==> src/rtl/spin_pkg.sv <==
// -----------------------------------------------------------------------------
// spin_pkg
// Shared definitions for the spin-cycle sequencer: state encoding, RPM width
// and the constants used when the unbalance derate option is built in.
// Optional feature macro referenced by users of this package:
// SPIN_CYCLE_DERATE_EN.
// -----------------------------------------------------------------------------
package spin_pkg;

    localparam int unsigned RPM_W        = 11;
    localparam int unsigned DERATE_STEP  = 200;
    localparam int unsigned DERATE_FLOOR = 400;

    typedef enum logic [2:0] {
        S_IDLE      = 3'd0,
        S_RAMP_UP   = 3'd1,
        S_HOLD      = 3'd2,
        S_RAMP_DOWN = 3'd3,
        S_REDIST    = 3'd4,
        S_DONE      = 3'd5,
        S_FAULT     = 3'd6
    } spin_state_e;

    // Lower a target by one derate step without going below the floor;
    // targets already below the floor are left alone.
    function automatic logic [RPM_W-1:0] derate_target(input logic [RPM_W-1:0] t);
        logic [RPM_W-1:0] r;
        if (t < RPM_W'(DERATE_FLOOR)) begin
            r = t;
        end else if (t >= RPM_W'(DERATE_FLOOR + DERATE_STEP)) begin
            r = t - RPM_W'(DERATE_STEP);
        end else begin
            r = RPM_W'(DERATE_FLOOR);
        end
        return r;
    endfunction

endpackage

==> src/rtl/spin_cycle_sequencer_if.sv <==
// -----------------------------------------------------------------------------
// spin_cycle_sequencer_if
// Signal bundle between the wash controller (master) and the spin-cycle
// sequencer (slave).
//   start, target_rpm, door_locked, unbalance, abort, fault_ack : to sequencer
//   motor_rpm, busy, done, fault, retry_count, state              : from sequencer
// -----------------------------------------------------------------------------
interface spin_cycle_sequencer_if;
    import spin_pkg::*;

    logic             start;
    logic [RPM_W-1:0] target_rpm;
    logic             door_locked;
    logic             unbalance;
    logic             abort;
    logic             fault_ack;

    logic [RPM_W-1:0] motor_rpm;
    logic             busy;
    logic             done;
    logic             fault;
    logic [1:0]       retry_count;
    logic [2:0]       state;

    modport master (
        output start, target_rpm, door_locked, unbalance, abort, fault_ack,
        input  motor_rpm, busy, done, fault, retry_count, state
    );

    modport slave (
        input  start, target_rpm, door_locked, unbalance, abort, fault_ack,
        output motor_rpm, busy, done, fault, retry_count, state
    );
endinterface

==> src/rtl/spin_tick_gen.sv <==
// -----------------------------------------------------------------------------
// spin_tick_gen
// Free-running divider producing one tick every TICK_DIV clocks. A synchronous
// clear restarts the count so the first tick lands TICK_DIV cycles after it.
//   clk    : system clock
//   reset  : asynchronous active-high reset
//   clr_i  : restart the count on the next edge
//   tick_o : high for one cycle when the count reaches TICK_DIV-1
// -----------------------------------------------------------------------------
module spin_tick_gen #(
    parameter int unsigned TICK_DIV = 4
) (
    input  logic clk,
    input  logic reset,
    input  logic clr_i,
    output logic tick_o
);
    localparam int unsigned   CW   = (TICK_DIV > 1) ? $clog2(TICK_DIV) : 1;
    localparam logic [CW-1:0] LAST = CW'(TICK_DIV - 1);

    logic [CW-1:0] cnt_q, cnt_d;

    always_comb begin
        if (clr_i || (cnt_q == LAST)) begin
            cnt_d = '0;
        end else begin
            cnt_d = cnt_q + CW'(1);
        end
    end

    always_ff @(posedge clk or posedge reset) begin
        if (reset) begin
            cnt_q <= '0;
        end else begin
            cnt_q <= cnt_d;
        end
    end

    always_comb tick_o = (cnt_q == LAST);

endmodule

==> src/rtl/spin_cycle_sequencer.sv <==
// -----------------------------------------------------------------------------
// spin_cycle_sequencer
// Runs the drum through one spin phase: ramp up to the latched target, hold
// for SPIN_TIME ticks, ramp down. Handles unbalance redistribution retries,
// door-open emergencies and user abort.
//   clk   : system clock
//   reset : asynchronous active-high reset
//   bus   : slave side of spin_cycle_sequencer_if (commands in, motor
//           speed command and status out)
// Build option: SPIN_CYCLE_DERATE_EN lowers the target on each redistribution.
// -----------------------------------------------------------------------------
module spin_cycle_sequencer
    import spin_pkg::*;
#(
    parameter int unsigned RAMP_STEP     = 100,
    parameter int unsigned TICK_DIV      = 4,
    parameter int unsigned SPIN_TIME     = 20,
    parameter int unsigned MAX_RPM       = 1400,
    parameter int unsigned UNBAL_RETRIES = 3
) (
    input  logic                 clk,
    input  logic                 reset,
    spin_cycle_sequencer_if.slave bus
);
    localparam int unsigned      HOLD_W    = $clog2(SPIN_TIME + 1);
    localparam logic [HOLD_W-1:0] HOLD_LAST = HOLD_W'(SPIN_TIME - 1);
    localparam logic [RPM_W-1:0] MAX_C     = RPM_W'(MAX_RPM);
    localparam logic [RPM_W-1:0] STEP_C    = RPM_W'(RAMP_STEP);
    localparam logic [RPM_W:0]   STEP_W    = (RPM_W + 1)'(RAMP_STEP);
    localparam logic [1:0]       RETRY_MAX = 2'(UNBAL_RETRIES);

    spin_state_e       state_q, state_d;
    logic [RPM_W-1:0]  rpm_q, rpm_d;
    logic [RPM_W-1:0]  eff_q, eff_d;
    logic [1:0]        retry_q, retry_d;
    logic              abort_q, abort_d;
    logic              fpend_q, fpend_d;
    logic [HOLD_W-1:0] hold_q, hold_d;

    logic              tick;
    logic              state_entry;
    logic              active;
    logic [RPM_W-1:0]  target_clamped;
    logic [RPM_W-1:0]  redist_target;
    logic [RPM_W:0]    up_raw;
    logic [RPM_W-1:0]  up_sat;
    logic [RPM_W-1:0]  dn_sat;

    assign state_entry = (state_d != state_q);

    spin_tick_gen #(
        .TICK_DIV (TICK_DIV)
    ) u_tick (
        .clk    (clk),
        .reset  (reset),
        .clr_i  (state_entry),
        .tick_o (tick)
    );

    // Ramp datapath: one extra bit on the way up so the saturating compare
    // never sees a wrapped sum; on the way down the compare avoids underflow.
    always_comb begin
        target_clamped = (bus.target_rpm > MAX_C) ? MAX_C : bus.target_rpm;
        up_raw         = {1'b0, rpm_q} + STEP_W;
        up_sat         = (up_raw >= {1'b0, eff_q}) ? eff_q : up_raw[RPM_W-1:0];
        dn_sat         = (rpm_q > STEP_C) ? (rpm_q - STEP_C) : '0;
`ifdef SPIN_CYCLE_DERATE_EN
        redist_target  = derate_target(eff_q);
`else
        redist_target  = eff_q;
`endif
    end

    // State and datapath registers
    always_ff @(posedge clk or posedge reset) begin
        if (reset) begin
            state_q <= S_IDLE;
            rpm_q   <= '0;
            eff_q   <= '0;
            retry_q <= '0;
            abort_q <= 1'b0;
            fpend_q <= 1'b0;
            hold_q  <= '0;
        end else begin
            state_q <= state_d;
            rpm_q   <= rpm_d;
            eff_q   <= eff_d;
            retry_q <= retry_d;
            abort_q <= abort_d;
            fpend_q <= fpend_d;
            hold_q  <= hold_d;
        end
    end

    // Next state; priority is door emergency, abort, unbalance, tick.
    always_comb begin
        state_d = state_q;
        rpm_d   = rpm_q;
        eff_d   = eff_q;
        retry_d = retry_q;
        abort_d = abort_q;
        fpend_d = fpend_q;
        hold_d  = (state_q == S_HOLD) ? hold_q : '0;

        if (active && !bus.door_locked) begin
            state_d = S_FAULT;
            rpm_d   = '0;
        end else begin
            case (state_q)
                S_IDLE: begin
                    if (bus.start && bus.door_locked) begin
                        eff_d   = target_clamped;
                        retry_d = '0;
                        abort_d = 1'b0;
                        fpend_d = 1'b0;
                        state_d = (target_clamped == '0) ? S_DONE : S_RAMP_UP;
                    end
                end
                S_RAMP_UP, S_HOLD: begin
                    if (bus.abort) begin
                        state_d = S_RAMP_DOWN;
                        abort_d = 1'b1;
                    end else if (bus.unbalance) begin
                        if (retry_q < RETRY_MAX) begin
                            state_d = S_REDIST;
                            retry_d = retry_q + 2'd1;
                            eff_d   = redist_target;
                        end else begin
                            // Out of retries: spin down first, fault at standstill.
                            state_d = S_RAMP_DOWN;
                            fpend_d = 1'b1;
                        end
                    end else if (tick) begin
                        if (state_q == S_RAMP_UP) begin
                            rpm_d = up_sat;
                            if (up_sat == eff_q) begin
                                state_d = S_HOLD;
                            end
                        end else if (hold_q == HOLD_LAST) begin
                            state_d = S_RAMP_DOWN;
                        end else begin
                            hold_d = hold_q + HOLD_W'(1);
                        end
                    end
                end
                S_REDIST: begin
                    if (bus.abort) begin
                        state_d = S_RAMP_DOWN;
                        abort_d = 1'b1;
                    end else if (tick) begin
                        rpm_d = dn_sat;
                        if (dn_sat == '0) begin
                            state_d = S_RAMP_UP;
                        end
                    end
                end
                S_RAMP_DOWN: begin
                    if (bus.abort) begin
                        abort_d = 1'b1;
                    end
                    if (tick) begin
                        rpm_d = dn_sat;
                        if (dn_sat == '0) begin
                            if (fpend_q) begin
                                state_d = S_FAULT;
                            end else if (abort_q || bus.abort) begin
                                state_d = S_IDLE;
                            end else begin
                                state_d = S_DONE;
                            end
                        end
                    end
                end
                S_DONE: begin
                    state_d = S_IDLE;
                end
                S_FAULT: begin
                    if (bus.fault_ack) begin
                        state_d = S_IDLE;
                    end
                end
                default: begin
                    state_d = S_IDLE;
                end
            endcase
        end
    end

    // Outputs
    always_comb begin
        active          = (state_q == S_RAMP_UP)   || (state_q == S_HOLD) ||
                          (state_q == S_RAMP_DOWN) || (state_q == S_REDIST) ||
                          (state_q == S_DONE);
        bus.busy        = active;
        bus.done        = (state_q == S_DONE);
        bus.fault       = (state_q == S_FAULT);
        bus.motor_rpm   = rpm_q;
        bus.retry_count = retry_q;
        bus.state       = state_q;
    end

endmodule

==> src/flat_wrapper.sv <==
// flat-port wrapper written by rule: the top's interface ports become plain ports
module spin_cycle_sequencer_flat import spin_pkg::*;
#(
    parameter int unsigned RAMP_STEP     = 100,
    parameter int unsigned TICK_DIV      = 4,
    parameter int unsigned SPIN_TIME     = 20,
    parameter int unsigned MAX_RPM       = 1400,
    parameter int unsigned UNBAL_RETRIES = 3
)
  (clk, reset, bus_start, bus_target_rpm, bus_door_locked, bus_unbalance, bus_abort, bus_fault_ack, bus_motor_rpm, bus_busy, bus_done, bus_fault, bus_retry_count, bus_state);
  spin_cycle_sequencer_if bus_i ();
  input  logic clk;
  input  logic reset;
  input wire logic [$bits(bus_i.start)-1:0] bus_start;
  input wire logic [$bits(bus_i.target_rpm)-1:0] bus_target_rpm;
  input wire logic [$bits(bus_i.door_locked)-1:0] bus_door_locked;
  input wire logic [$bits(bus_i.unbalance)-1:0] bus_unbalance;
  input wire logic [$bits(bus_i.abort)-1:0] bus_abort;
  input wire logic [$bits(bus_i.fault_ack)-1:0] bus_fault_ack;
  output wire logic [$bits(bus_i.motor_rpm)-1:0] bus_motor_rpm;
  output wire logic [$bits(bus_i.busy)-1:0] bus_busy;
  output wire logic [$bits(bus_i.done)-1:0] bus_done;
  output wire logic [$bits(bus_i.fault)-1:0] bus_fault;
  output wire logic [$bits(bus_i.retry_count)-1:0] bus_retry_count;
  output wire logic [$bits(bus_i.state)-1:0] bus_state;
  assign bus_i.start = bus_start;
  assign bus_i.target_rpm = bus_target_rpm;
  assign bus_i.door_locked = bus_door_locked;
  assign bus_i.unbalance = bus_unbalance;
  assign bus_i.abort = bus_abort;
  assign bus_i.fault_ack = bus_fault_ack;
  assign bus_motor_rpm = bus_i.motor_rpm;
  assign bus_busy = bus_i.busy;
  assign bus_done = bus_i.done;
  assign bus_fault = bus_i.fault;
  assign bus_retry_count = bus_i.retry_count;
  assign bus_state = bus_i.state;
  spin_cycle_sequencer #(.RAMP_STEP(RAMP_STEP), .TICK_DIV(TICK_DIV), .SPIN_TIME(SPIN_TIME), .MAX_RPM(MAX_RPM), .UNBAL_RETRIES(UNBAL_RETRIES)) u_core (.clk(clk), .reset(reset), .bus(bus_i));
endmodule
==> config.mk <==
export PLATFORM = sky130hd
export DESIGN_NAME = spin_cycle_sequencer_flat
export DESIGN_NICKNAME = d
export VERILOG_FILES = /design/src/rtl/spin_pkg.sv /design/src/rtl/spin_cycle_sequencer_if.sv /design/src/rtl/spin_tick_gen.sv /design/src/rtl/spin_cycle_sequencer.sv /design/src/flat_wrapper.sv
export SDC_FILE = /design/constraint.sdc
export NUM_CORES = 1
export LEC_CHECK = 0
export ABC_AREA = 1
export CAP_MARGIN = 20
export CORE_MARGIN = 1
export CORE_UTILIZATION = 35
export DETAILED_ROUTE_END_ITERATION = 16
export GPL_TIMING_DRIVEN = 0
export PLACE_DENSITY = 0.53
export SLEW_MARGIN = 20
export SYNTH_ARGS = -nofsm -noshare
export SYNTH_HDL_FRONTEND = slang
export SYNTH_SLANG_ARGS = --single-unit
==> constraint.sdc <==
create_clock -name clk -period 2.95 [get_ports clk]
set_input_delay 0.4425 -clock clk [delete_from_list [all_inputs] [get_ports clk]]
set_output_delay 0.4425 -clock clk [all_outputs]
set_load 0.02 [all_outputs]
# [After elaboration in Yosys (flattened, before gate mapping)]
# Cells that the tools add are included.
[classes] multipliers=0 reduce_logical=22 mux=51 addsub=5 eq_ne=21 div_mod_pow=0 bitwise=1 shift=0 order_cmp=4
[ops] operator="$mux W11" n=10
[ops] operator="$mux W3" n=18
[ops] operator="$mux W5" n=8
[ops] operator="$pmux W11 S3" n=1
[ops] operator="$logic_not A11 Y1" n=2
[ops] operator="$reduce_and A6 Y1" n=3
[ops] operator="$pmux W3 S5" n=1
[ops] operator="$add A11 B7 Y12 const B" n=1
[ops] operator="$ge A12 B11 Y1" n=1
[ops] operator="$eq A11 B11 Y1" n=1
[ops] operator="$gt A11 B11 Y1 const B" n=1
[ops] operator="$gt A11 B7 Y1 const B" n=1
[ops] operator="$sub A11 B7 Y11 const B" n=1
[ops] operator="$mux W2" n=5
[ops] operator="$eq A3 B3 Y1 const B" n=3
[ops] operator="$ne A3 B2 Y1 const B" n=3
[ops] operator="$eq A3 B2 Y1 const B" n=2
[ops] operator="$logic_or A1 B1 Y1" n=6
[ops] operator="$ne A2 B1 Y1 const B" n=3
[ops] operator="$ne A2 B2 Y1 const B" n=3
[ops] operator="$ne A3 B1 Y1 const B" n=2
[ops] operator="$add A5 B1 Y5 const B" n=1
[ops] operator="$eq A5 B5 Y1 const B" n=1
[ops] operator="$mux W1" n=5
[ops] operator="17 further kinds" n=21
[word_totals] latchBits=0 output_inout_bits=19 mem_count=0 regBits=36 inputBits=18 mem_bits_rw=0 mem_bits_ro=0

# [Logic depth before layout (Yosys ltp)]
# Gate-level depths: netlist of run 1.
[depth] ltp_word=14 mapped_depth=30 mapped_depth_nobuf=29

# [Modules after synthesis]
# A second synthesis of run 1 with hierarchy kept.
[unflattened] cells_unflattened=477 hier_area_um2=3334.4
[by_module_without_submodules] mod="spin_cycle_sequencer" n_inst=1 cells_per_inst=467 area_per_inst_um2=3245.6
[by_module_without_submodules] mod="spin_tick_gen" n_inst=1 cells_per_inst=10 area_per_inst_um2=88.8

# [Worst setup path before layout of run 1]
# No wires, ideal clock.
[synth_timing] path_kind="reg2reg" startpoint="register u_core.rpm_q[2] (netlist: u_core.bus.motor_rpm[2])" endpoint="register u_core.u_tick.cnt_q[0]" path_buffers=1 setup_time_ps=116 setup_slack_ps=-197 arrival_time_ps=3031 path_stages_with_launch=28 path_cell_list="dfrtp_1 -> ha_1 -> nand2_1 -> nand2_1 -> nand3_1 -> nand2_1 -> o21ai_2 -> ha_1 -> nand3_1 -> nor2_1 -> nand2_4 -> nor2_4 -> nor2_8 -> buf_12 -> nand4_2 -> nand2_1 -> nor2_1 -> nand2_1 -> nor2_1 -> nand3_1 -> nand2_1 -> nand2_1 -> nand2_1 -> nand2_1 -> nand2_1 -> a21oi_2 -> nand2_1 -> nor2_1"
[synth_between] elab_chain_len=14
[synth_rtl] element="from (decl)" line_no="spin_cycle_sequencer.sv:33" source="logic [RPM_W-1:0] rpm_q, rpm_d;"
[synth_rtl] element="from (signal assigned)" line_no="spin_cycle_sequencer.sv:86" source="rpm_q <= rpm_d;"
[synth_rtl] element="$add A11 B7 Y12" line_no="spin_cycle_sequencer.sv:64" source="up_raw = {1'b0, rpm_q} + STEP_W;"
[synth_rtl] element="$ge A12 B11 Y1" line_no="spin_cycle_sequencer.sv:65" source="up_sat = (up_raw >= {1'b0, eff_q}) ? eff_q : up_raw[RPM_W-1:0];"
[synth_rtl] element="$mux W11" line_no="spin_cycle_sequencer.sv:65"
[synth_rtl] element="$eq A11 B11 Y1" line_no="spin_cycle_sequencer.sv:136" source="if (up_sat == eff_q) begin"
[synth_rtl] element="$mux W3" line_no="spin_cycle_sequencer.sv:136"
[synth_rtl] element="$mux W3" line_no="spin_cycle_sequencer.sv:134" source="if (state_q == S_RAMP_UP) begin"
[synth_rtl] element="$mux W3" line_no="spin_cycle_sequencer.sv:133" source="end else if (tick) begin"
[synth_rtl] element="$mux W3" line_no="spin_cycle_sequencer.sv:123" source="end else if (bus.unbalance) begin"
[synth_rtl] element="$mux W3" line_no="spin_cycle_sequencer.sv:120" source="if (bus.abort) begin"
[synth_rtl] element="$pmux W3 S5 *" line_no="spin_cycle_sequencer.sv:109" source="case (state_q)"
[synth_rtl] element="$mux W3 *" line_no="spin_cycle_sequencer.sv:105" source="if (active && !bus.door_locked) begin"
[synth_rtl] element="$ne A3 B3 Y1 *" line_no="spin_cycle_sequencer.sv:49" source="assign state_entry = (state_d != state_q);"
[synth_rtl] element="$logic_or A1 B1 Y1 *" line_no="spin_tick_gen.sv:24" source="if (clr_i || (cnt_q == LAST)) begin"
[synth_rtl] element="$mux W2 *" line_no="spin_tick_gen.sv:24"
[synth_rtl] element="named net u_core.u_tick.cnt_d[0]" line_no="spin_tick_gen.sv:21" source="logic [CW-1:0] cnt_q, cnt_d;"
[synth_rtl] element="to (signal assigned)" line_no="spin_tick_gen.sv:35" source="cnt_q <= cnt_d;"
[synth_rtl] element="to (decl)" line_no="spin_tick_gen.sv:21"
# Mark *: on every way through the listed nets, which the timed path passes. The rest lies on a longest branch.
# A chain may end at the register's enable or synchronous reset.

# [Worst setup path in the final report of run 1]
[layout_timing] startpoint="register u_core.rpm_q[2] (netlist: u_core.bus.motor_rpm[2])" endpoint="register u_core.u_tick.cnt_q[1]"
[layout_between] elab_chain_len=14
[layout_rtl] element="$add A11 B7 Y12" line_no="spin_cycle_sequencer.sv:64"
[layout_rtl] element="$ge A12 B11 Y1" line_no="spin_cycle_sequencer.sv:65"
[layout_rtl] element="$mux W11" line_no="spin_cycle_sequencer.sv:65"
[layout_rtl] element="$eq A11 B11 Y1" line_no="spin_cycle_sequencer.sv:136"
[layout_rtl] element="$mux W3" line_no="spin_cycle_sequencer.sv:136"
[layout_rtl] element="$mux W3" line_no="spin_cycle_sequencer.sv:134"
[layout_rtl] element="$mux W3" line_no="spin_cycle_sequencer.sv:133"
[layout_rtl] element="$mux W3" line_no="spin_cycle_sequencer.sv:123"
[layout_rtl] element="$mux W3" line_no="spin_cycle_sequencer.sv:120"
[layout_rtl] element="$pmux W3 S5 *" line_no="spin_cycle_sequencer.sv:109"
[layout_rtl] element="$mux W3 *" line_no="spin_cycle_sequencer.sv:105"
[layout_rtl] element="named net u_core.state_d[1]" line_no="spin_cycle_sequencer.sv:32" source="spin_state_e state_q, state_d;"
[layout_rtl] element="$ne A3 B3 Y1 *" line_no="spin_cycle_sequencer.sv:49"
[layout_rtl] element="$logic_or A1 B1 Y1 *" line_no="spin_tick_gen.sv:24"
[layout_rtl] element="$mux W2 *" line_no="spin_tick_gen.sv:24"
[layout_rtl] element="named net u_core.u_tick.cnt_d[1]" line_no="spin_tick_gen.sv:21"
# Marks and branches as above.

==> results.tsv, run 1 <==
metric	value	unit
CP Data Arrival Time	3490	ps
biggest area consumer among synthesized cells	dfrtp_1	
total CTS buffers	5	
vias in the first global route	3450	
Max-Cap Viols	0	
Top FF cell, synth	dfrtp_1	
violations in the final reports	negative setup slack	
multi-input gate area in the final layout	2500	um2
vias after detailed routing	3631	
Hold EP	u_core.u_tick.cnt_q[0]	
first drt pass iteration count	4	
core area	9420	um2
Clock Tree Buf Depth	2	
Rel. slew slack	64.2	%
fmax	0.307	GHz
max-slew violations	0	
Pwr Density	1400	nW/um2
Final Critical Period	3260	ps
most frequent cell after synthesis	nand2_1	
H-tree levels	2	
Design Power	6.63	mW
CP Capture Type	register	
register bit total from synthesis	36	
CP Launch Type	register	
Period Utilization, post-route	110	%
Crit Path Category	register to register	
routed wl met3	408	um
placed insts	665	
YS warnings	0	
Worst R2R End	u_core.u_tick.cnt_q[1]	
final setup fails	4	
DP Wirelength	8.26	mm
Worst path most repeated cell	nand2_1	
hold buffer count at CTS	0	
Avg Inst Size Synth	6.94	um2
layout cells sized above 1	27.9	%
initial antenna violation count	0	
maximum VDD drop	0.000451	V
area of the die	10300	um2
Post-synth EDFFs	0	
met2 wire length	5.14	mm
critical path peak fanout	5	
Hold/Removal Path Class	register to register	
Die W	101	um
Synth Net Count	534	
CTS tree	built	
first-pass GRT wire length	17.5	mm
number of library cell types mapped by synthesis	46	
most frequent cells after synthesis	109 x nand2_1, 77 x inv_1, 55 x nor2_1	
Final #Nets	607	
M1 wire length	5.33	mm
Crit path largest cell delay	460	ps
worst r2r src	u_core.bus.motor_rpm[2]	
clk_lat worst skew	300	ps
top cells by area, synth	dfrtp_1 26%, nand2_1 12%, inv_1 8.3%, ha_1 6.1%, nor2_1 6.0%	
antenna viol nets, final	0	
Mapped Cells	499	
Min-Delay Path Depth	1	
Die Span Y	101	um
setup slack after layout	-308	ps
CTS root buf	clkbuf_8	
Hold Crit Start	u_core.u_tick.cnt_q[0]	
Initial Util	36.8	%
DRC	0	
Tot GR Track Use	22.3	%
CP max-delay cell	dfrtp_2	
cell area after synthesis	3460	um2
PortBufs	36	
Top Layer Used	met4	
worst hold slack	441	ps
WL per Instance	15.7	um
status	finished with violations	
clk sinks	36	
Reg area	908	um2
gr ovfl total	0	
Critical Path RT	3180	ps
r2r worst-path depth	27	
worst slew pin tran	537	ps
Ant. Diodes	0	
Leak	2.17	nW
Cell Count, Final, Fillers Out	702	
r2r setup slk	-310	ps
top cell type's share of synthesized area	26.0	%
DR vias/cell	5.17	
DRC marker count from the first detailed-route iteration	171	
RePlAce Congestion	0.900	
RSZ-0062 raised after global routing	yes	
pin count of the biggest net entering global routing	22	
FFs w/ async S/R, synth	100	%
WL final	11.0	mm
Clock Skew	12.1	ps
io pins	37	
Worst-path clk slew	80	ps
sequential area share after synthesis	26.0	%
count of final hold-check violations	0	
Area growth, synth to finish	37.1	%
# fillers	964	
row count	35	
[worst max-delay path by stage]
stage / start / endpoint / cells after the start
global placement: u_core.bus.motor_rpm[2] / u_core.u_tick.cnt_q[0] / 28
finish: u_core.bus.motor_rpm[2] / u_core.u_tick.cnt_q[1] / 27
CTS: u_core.bus.motor_rpm[6] / u_core.u_tick.cnt_q[1] / 27
detailed placement: u_core.bus.motor_rpm[2] / u_core.u_tick.cnt_q[0] / 27
global route: u_core.bus.motor_rpm[2] / u_core.u_tick.cnt_q[1] / 30
floorplan: u_core.bus.motor_rpm[5] / u_core.u_tick.cnt_q[0] / 25
[layout by cell type (no fill, tap or decap), types with 7 or more instances in the layout]
cell,instances
buf_4,24
nand4_2,10
nand2_2,18
clkbuf_8,7
nand2_4,10
nand2_1,93
dfrtp_1,30
o21ai_0,23
ha_4,8
buf_6,8
clkdlybuf4s50_1,35
nor2_2,8
nand3_1,19
nand4_1,15
a21oi_1,27
inv_2,16
ha_1,9
nor2_1,47
inv_1,70
[report_power, final]
group          leakage, nW  switching, mW  total, mW  internal (mW)
Combinational         1.68           3.13       5.30           2.17
Clock               0.0515          0.191      0.404          0.214
Sequential           0.442          0.242      0.935          0.693
Total                 2.17           3.56       6.63           3.08
[critical path: cells and delay by family, from the launching register on]
| family | cells | cell delay, ps |
|---|---|---|
| xor+xnor | 1 | 250 |
| buf+inv | 2 | 210 |
| fa+ha+maj | 1 | 260 |
| compound gates | 1 | 160 |
| simple gates | 22 | 1850 |
| flops | 1 | 460 |
[flip-flops by register name, indices dropped and copies added (netlist names)]
signal                  count
u_core.bus.state            3
u_core.eff_q               11
u_core.bus.retry_count      2
u_core.bus.motor_rpm       11
u_core.u_tick.cnt_q         2
u_core.fpend_q              1
u_core.abort_q              1
u_core.hold_q               5
[stage by stage]
step / area [um2] / util [%] / TNS, ps / setup slack [ps]
6_report: 4750 / 50.4 / -872 / -308
5_1_grt: 4750 / 50.4 / -1830 / -537
4_1_cts: 4500 / 47.8 / -568 / -222
3_5_place_dp: 4040 / 42.9 / -3780 / -525
3_3_place_gp: 4010 / 42.6 / -3170 / -479
2_1_floorplan: 3490 / - / 0 / 10.4
[layout make-up]
class	count	share of cell area, %
repair buffers	66	13.1
multi-input cells	364	52.7
inverters	89	7.22
plain buffers	10	2.27
well taps	129	3.40
clock buffers	8	2.11
flip-flops and latches	36	19.1
[routing by layer]
metal	track usage (%)	up-vias
li1	-	1810
met1	31.4	1722
met2	36.1	86
met3	3.52	13
met4	4.79	0
met5	0	-
[logic make-up (layout without fill, tap and decap cells)]
| kind of cell | Yosys count | in the layout | synth area share (%) |
|---|---|---|---|
| compound gates | 93 | 93 | 16.9 |
| xor+xnor | 8 | 8 | 2.24 |
| fa+ha+maj | 17 | 17 | 6.14 |
| buf+inv | 99 | 173 | 12.3 |
| flops | 36 | 36 | 26.0 |
| simple gates | 246 | 246 | 36.4 |
[repair_timing]
item                                    4_1_cts  5_1_grt
endpoints found under the setup margin       16       15
buffers inserted                             11       15
pin swaps                                    14       42
gates resized for setup                      52       38
cloned                                        3        1
No activity file was read; power rests on OpenSTA's default activity.
==> run 2, diff against run 1 <==
--- a/config.mk
+++ b/config.mk
@@ -5,13 +5,12 @@
 export SDC_FILE = /design/constraint.sdc
 export NUM_CORES = 1
 export LEC_CHECK = 0
-export ABC_AREA = 1
 export CAP_MARGIN = 20
 export CORE_MARGIN = 1
 export CORE_UTILIZATION = 35
 export DETAILED_ROUTE_END_ITERATION = 16
 export GPL_TIMING_DRIVEN = 0
-export PLACE_DENSITY = 0.53
+export PLACE_DENSITY = 0.51
 export SLEW_MARGIN = 20
 export SYNTH_ARGS = -nofsm -noshare
 export SYNTH_HDL_FRONTEND = slang
==> constraint.sdc (replaced) <==
create_clock -name clk -period 3 [get_ports clk]
set_input_delay 0.45 -clock clk [delete_from_list [all_inputs] [get_ports clk]]
set_output_delay 0.45 -clock clk [all_outputs]
set_load 0.02 [all_outputs]
==> run 2 against run 1 <==
Critical endpoint is now u_core.bus.motor_rpm[2]. Sequential share of layout area rose by 2.9 points. Utilization fell by 3.6 points. Clock skew fell by 5.7 ps. Design area fell by 13%. The run ends with design-rule violations, negative setup slack left. Clock power barely moved. Combinational power fell by 37%. Via count fell by 12%.
==> results.tsv, run 2 <==
metric	value	unit	change
antenna viol nets, final	0		unchanged
worst r2r src	u_core.bus.motor_rpm[2]		
total CTS buffers	5		unchanged
Pwr Density	1130	nW/um2	-19%
worst slew pin tran	764	ps	+227 ps
Area growth, synth to finish	28.1	%	
# fillers	891		-7.6%
Top FF cell, synth	dfrtp_1		
gr ovfl total	0		unchanged
clk_lat worst skew	300	ps	about the same
most frequent cell after synthesis	dfrtp_1		
Leak	1.68	nW	-23%
Clock Tree Buf Depth	2		unchanged
Cell Count, Final, Fillers Out	550		-22%
Synth Net Count	419		-22%
maximum VDD drop	0.000401	V	-11%
Period Utilization, post-route	101	%	-9.9 points
status	finished with violations		
Clock Skew	6.37	ps	-5.69 ps
core area	8810	um2	-6.5%
placed insts	528		-21%
Final #Nets	476		-22%
Avg Inst Size Synth	8.37	um2	+21%
first-pass GRT wire length	16.0	mm	-8.4%
io pins	37		unchanged
worst hold slack	392	ps	-48.6 ps
Post-synth EDFFs	0		unchanged
critical path, cell by cell	buf_6 > a311oi_4 > nor2_4 > xor2_2 > ha_1 > a21o_1 > a21oi_2 > o311a_1 > o21ai_4 > buf_6 > and2_4 > a22o_1 > a22o_1		
Reg area	907	um2	-0.14%
Mapped Cells	384		-23%
CP max-delay cell	dfrtp_2		
top cell type's share of synthesized area	28.0	%	+2.0 points
Rel. slew slack	48.9	%	-15 points
final setup fails	1		-3
Placed Area	3750	um2	-7.3%
CP Data Arrival Time	3210	ps	-280 ps
Die W	97.8	um	-3.6%
row count	34		-2.9%
Critical Path RT	3190	ps	about the same
RePlAce Congestion	0.879		-2.3%
clk sinks	36		unchanged
hold buffer count at CTS	0		unchanged
CTS tree	built		
fmax	0.331	GHz	+8.0%
pin count of the biggest net entering global routing	29		+32%
sequential area share after synthesis	28.0	%	+2.0 points
Die Span Y	97.8	um	-3.6%
Final Critical Period	3020	ps	-241 ps
layout cells sized above 1	17.2	%	-11 points
CP Launch Type	register		
FFs w/ async S/R, synth	100	%	unchanged
count of final hold-check violations	0		unchanged
setup slack after layout	-16.8	ps	+291 ps
Hold/Removal Path Class	input port to asynchronous set/reset pin		
area of the die	9570	um2	-7.0%
biggest area consumer among synthesized cells	dfrtp_1		
YS warnings	0		unchanged
cell area after synthesis	3210	um2	-7.2%
Max-Cap Viols	0		unchanged
DP Worst Slack	-254	ps	+271 ps
multi-input gate area in the final layout	2290	um2	-8.3%
PortBufs	35		-2.8%
CP Capture Type	register		
register bit total from synthesis	36		unchanged
DRC	4		+4
commonest non-fill, non-tap cells in the layout	35 x clkdlybuf4s50_1, 31 x dfrtp_1, 29 x nor2_1		
critical path peak fanout	5		unchanged
Initial Util	36.5	%	-0.27 points
initial antenna violation count	0		unchanged
most common cell after layout, fill and taps aside	clkdlybuf4s50_1		
first drt pass iteration count	10		+6
WL final	9.91	mm	-10%
vias in the first global route	3118		-9.6%
Crit path largest cell delay	420	ps	-40 ps
RSZ-0062 raised after global routing	yes		
H-tree levels	2		unchanged
max-slew violations	0		unchanged
Crit Path Category	register to register		
WL per Instance	18.0	um	+15%
final setup TNS	-16.8	ps	+855 ps
Final Instance Area	4120	um2	-13%
most frequent cells after synthesis	36 x dfrtp_1, 30 x nor2_1, 27 x a21oi_1, 27 x nand2_1, 26 x o21ai_0		
top cells by area, synth	dfrtp_1 28%, ha_1 6.6%, a21oi_1 4.2%, o21ai_0 4.0%, nor2_1 3.5%		
Finished Core Util	46.8	%	-3.6 points
Design Power	4.65	mW	-30%
violations in the final reports	design-rule violations, negative setup slack		
Tot GR Track Use	21.0	%	-1.3 points
Ant. Diodes	0		unchanged
CP Launch Point	u_core.bus.motor_rpm[2]		
DP Wirelength	7.22	mm	-13%
number of library cell types mapped by synthesis	63		+37%
CTS root buf	clkbuf_8		
DRC marker count from the first detailed-route iteration	149		-13%
vias after detailed routing	3189		-12%
DR vias/cell	5.80		+12%
Worst-path clk slew	80	ps	about the same
[run 2: cell types whose count changed after synthesis, sizes merged, moves of 11 or more]
cell / before / now
nand3: 26 / 12
nand2: 121 / 27
nand4: 29 / 4
nand2b: 0 / 11
inv: 88 / 24
nor2: 61 / 30
[run 2: layout make-up]
class / count / area share [%]
buffer: 19 / 2.52
clock buffer: 8 / 2.43
inverter: 24 / 2.31
multi-input combinational: 304 / 55.7
sequential: 36 / 22.0
tap: 108 / 3.28
timing repair buffer: 51 / 11.7
[run 2: repair_timing]
item	4_1_cts	5_1_grt
endpoints found under the setup margin	13	14
buffers inserted	7	7
resized for setup	15	28
pin swaps	5	19
cloned	0	1
[run 2: path summary, 6_finish.rpt]
check	depth (start not counted)	to	slack, ps
max in group asynchronous	3	u_core.bus.motor_rpm[7]	2160
worst min-delay path	2	u_core.bus.state[1]	390
worst max register to register	13	u_core.bus.motor_rpm[2]	-20
min in group clk	1	u_core.u_tick.cnt_q[0]	450
worst max-delay path	13	u_core.bus.motor_rpm[2]	-20
worst min register to register	1	u_core.u_tick.cnt_q[0]	450
[run 2: cells by family after synthesis]
family                   synth area share [%]
buffers and inverters                    5.84
adder cells (fa/ha/maj)                  6.62
XOR/XNOR                                 7.71
multiplexers                             2.80
AND/OR/NAND/NOR                          23.1
flip-flops                               28.0
AO/OA/AOI/OAI                            25.9
[run 2: where the power goes]
| group | internal (mW) | leakage [nW] | switching, mW | total (mW) |
|---|---|---|---|---|
| Combinational | 1.51 | 1.19 | 1.82 | 3.33 |
| Clock | 0.210 | 0.0515 | 0.197 | 0.407 |
| Sequential | 0.673 | 0.445 | 0.241 | 0.914 |
| Total | 2.39 | 1.68 | 2.26 | 4.65 |
[run 2: per-layer routing]
| layer | routed length, um | track usage [%] | vias to the layer above |
|---|---|---|---|
| li1 | - | - | 1530 |
| met1 | 4510 | 27.8 | 1564 |
| met2 | 4900 | 36.0 | 82 |
| met3 | 347 | 2.51 | 13 |
| met4 | 153 | 5.94 | 0 |
| met5 | 0 | 0 | - |
[run 2: critical path: cells and delay by family, from the launching register on]
kind / cells / cell delay (ps)
AOI/OAI and AO/OA: 7 / 1460
adders and majority gates: 1 / 300
DFF: 1 / 420
buffers and inverters: 2 / 290
xor gates and xnor gates: 1 / 160
and+or+nand+nor: 2 / 250
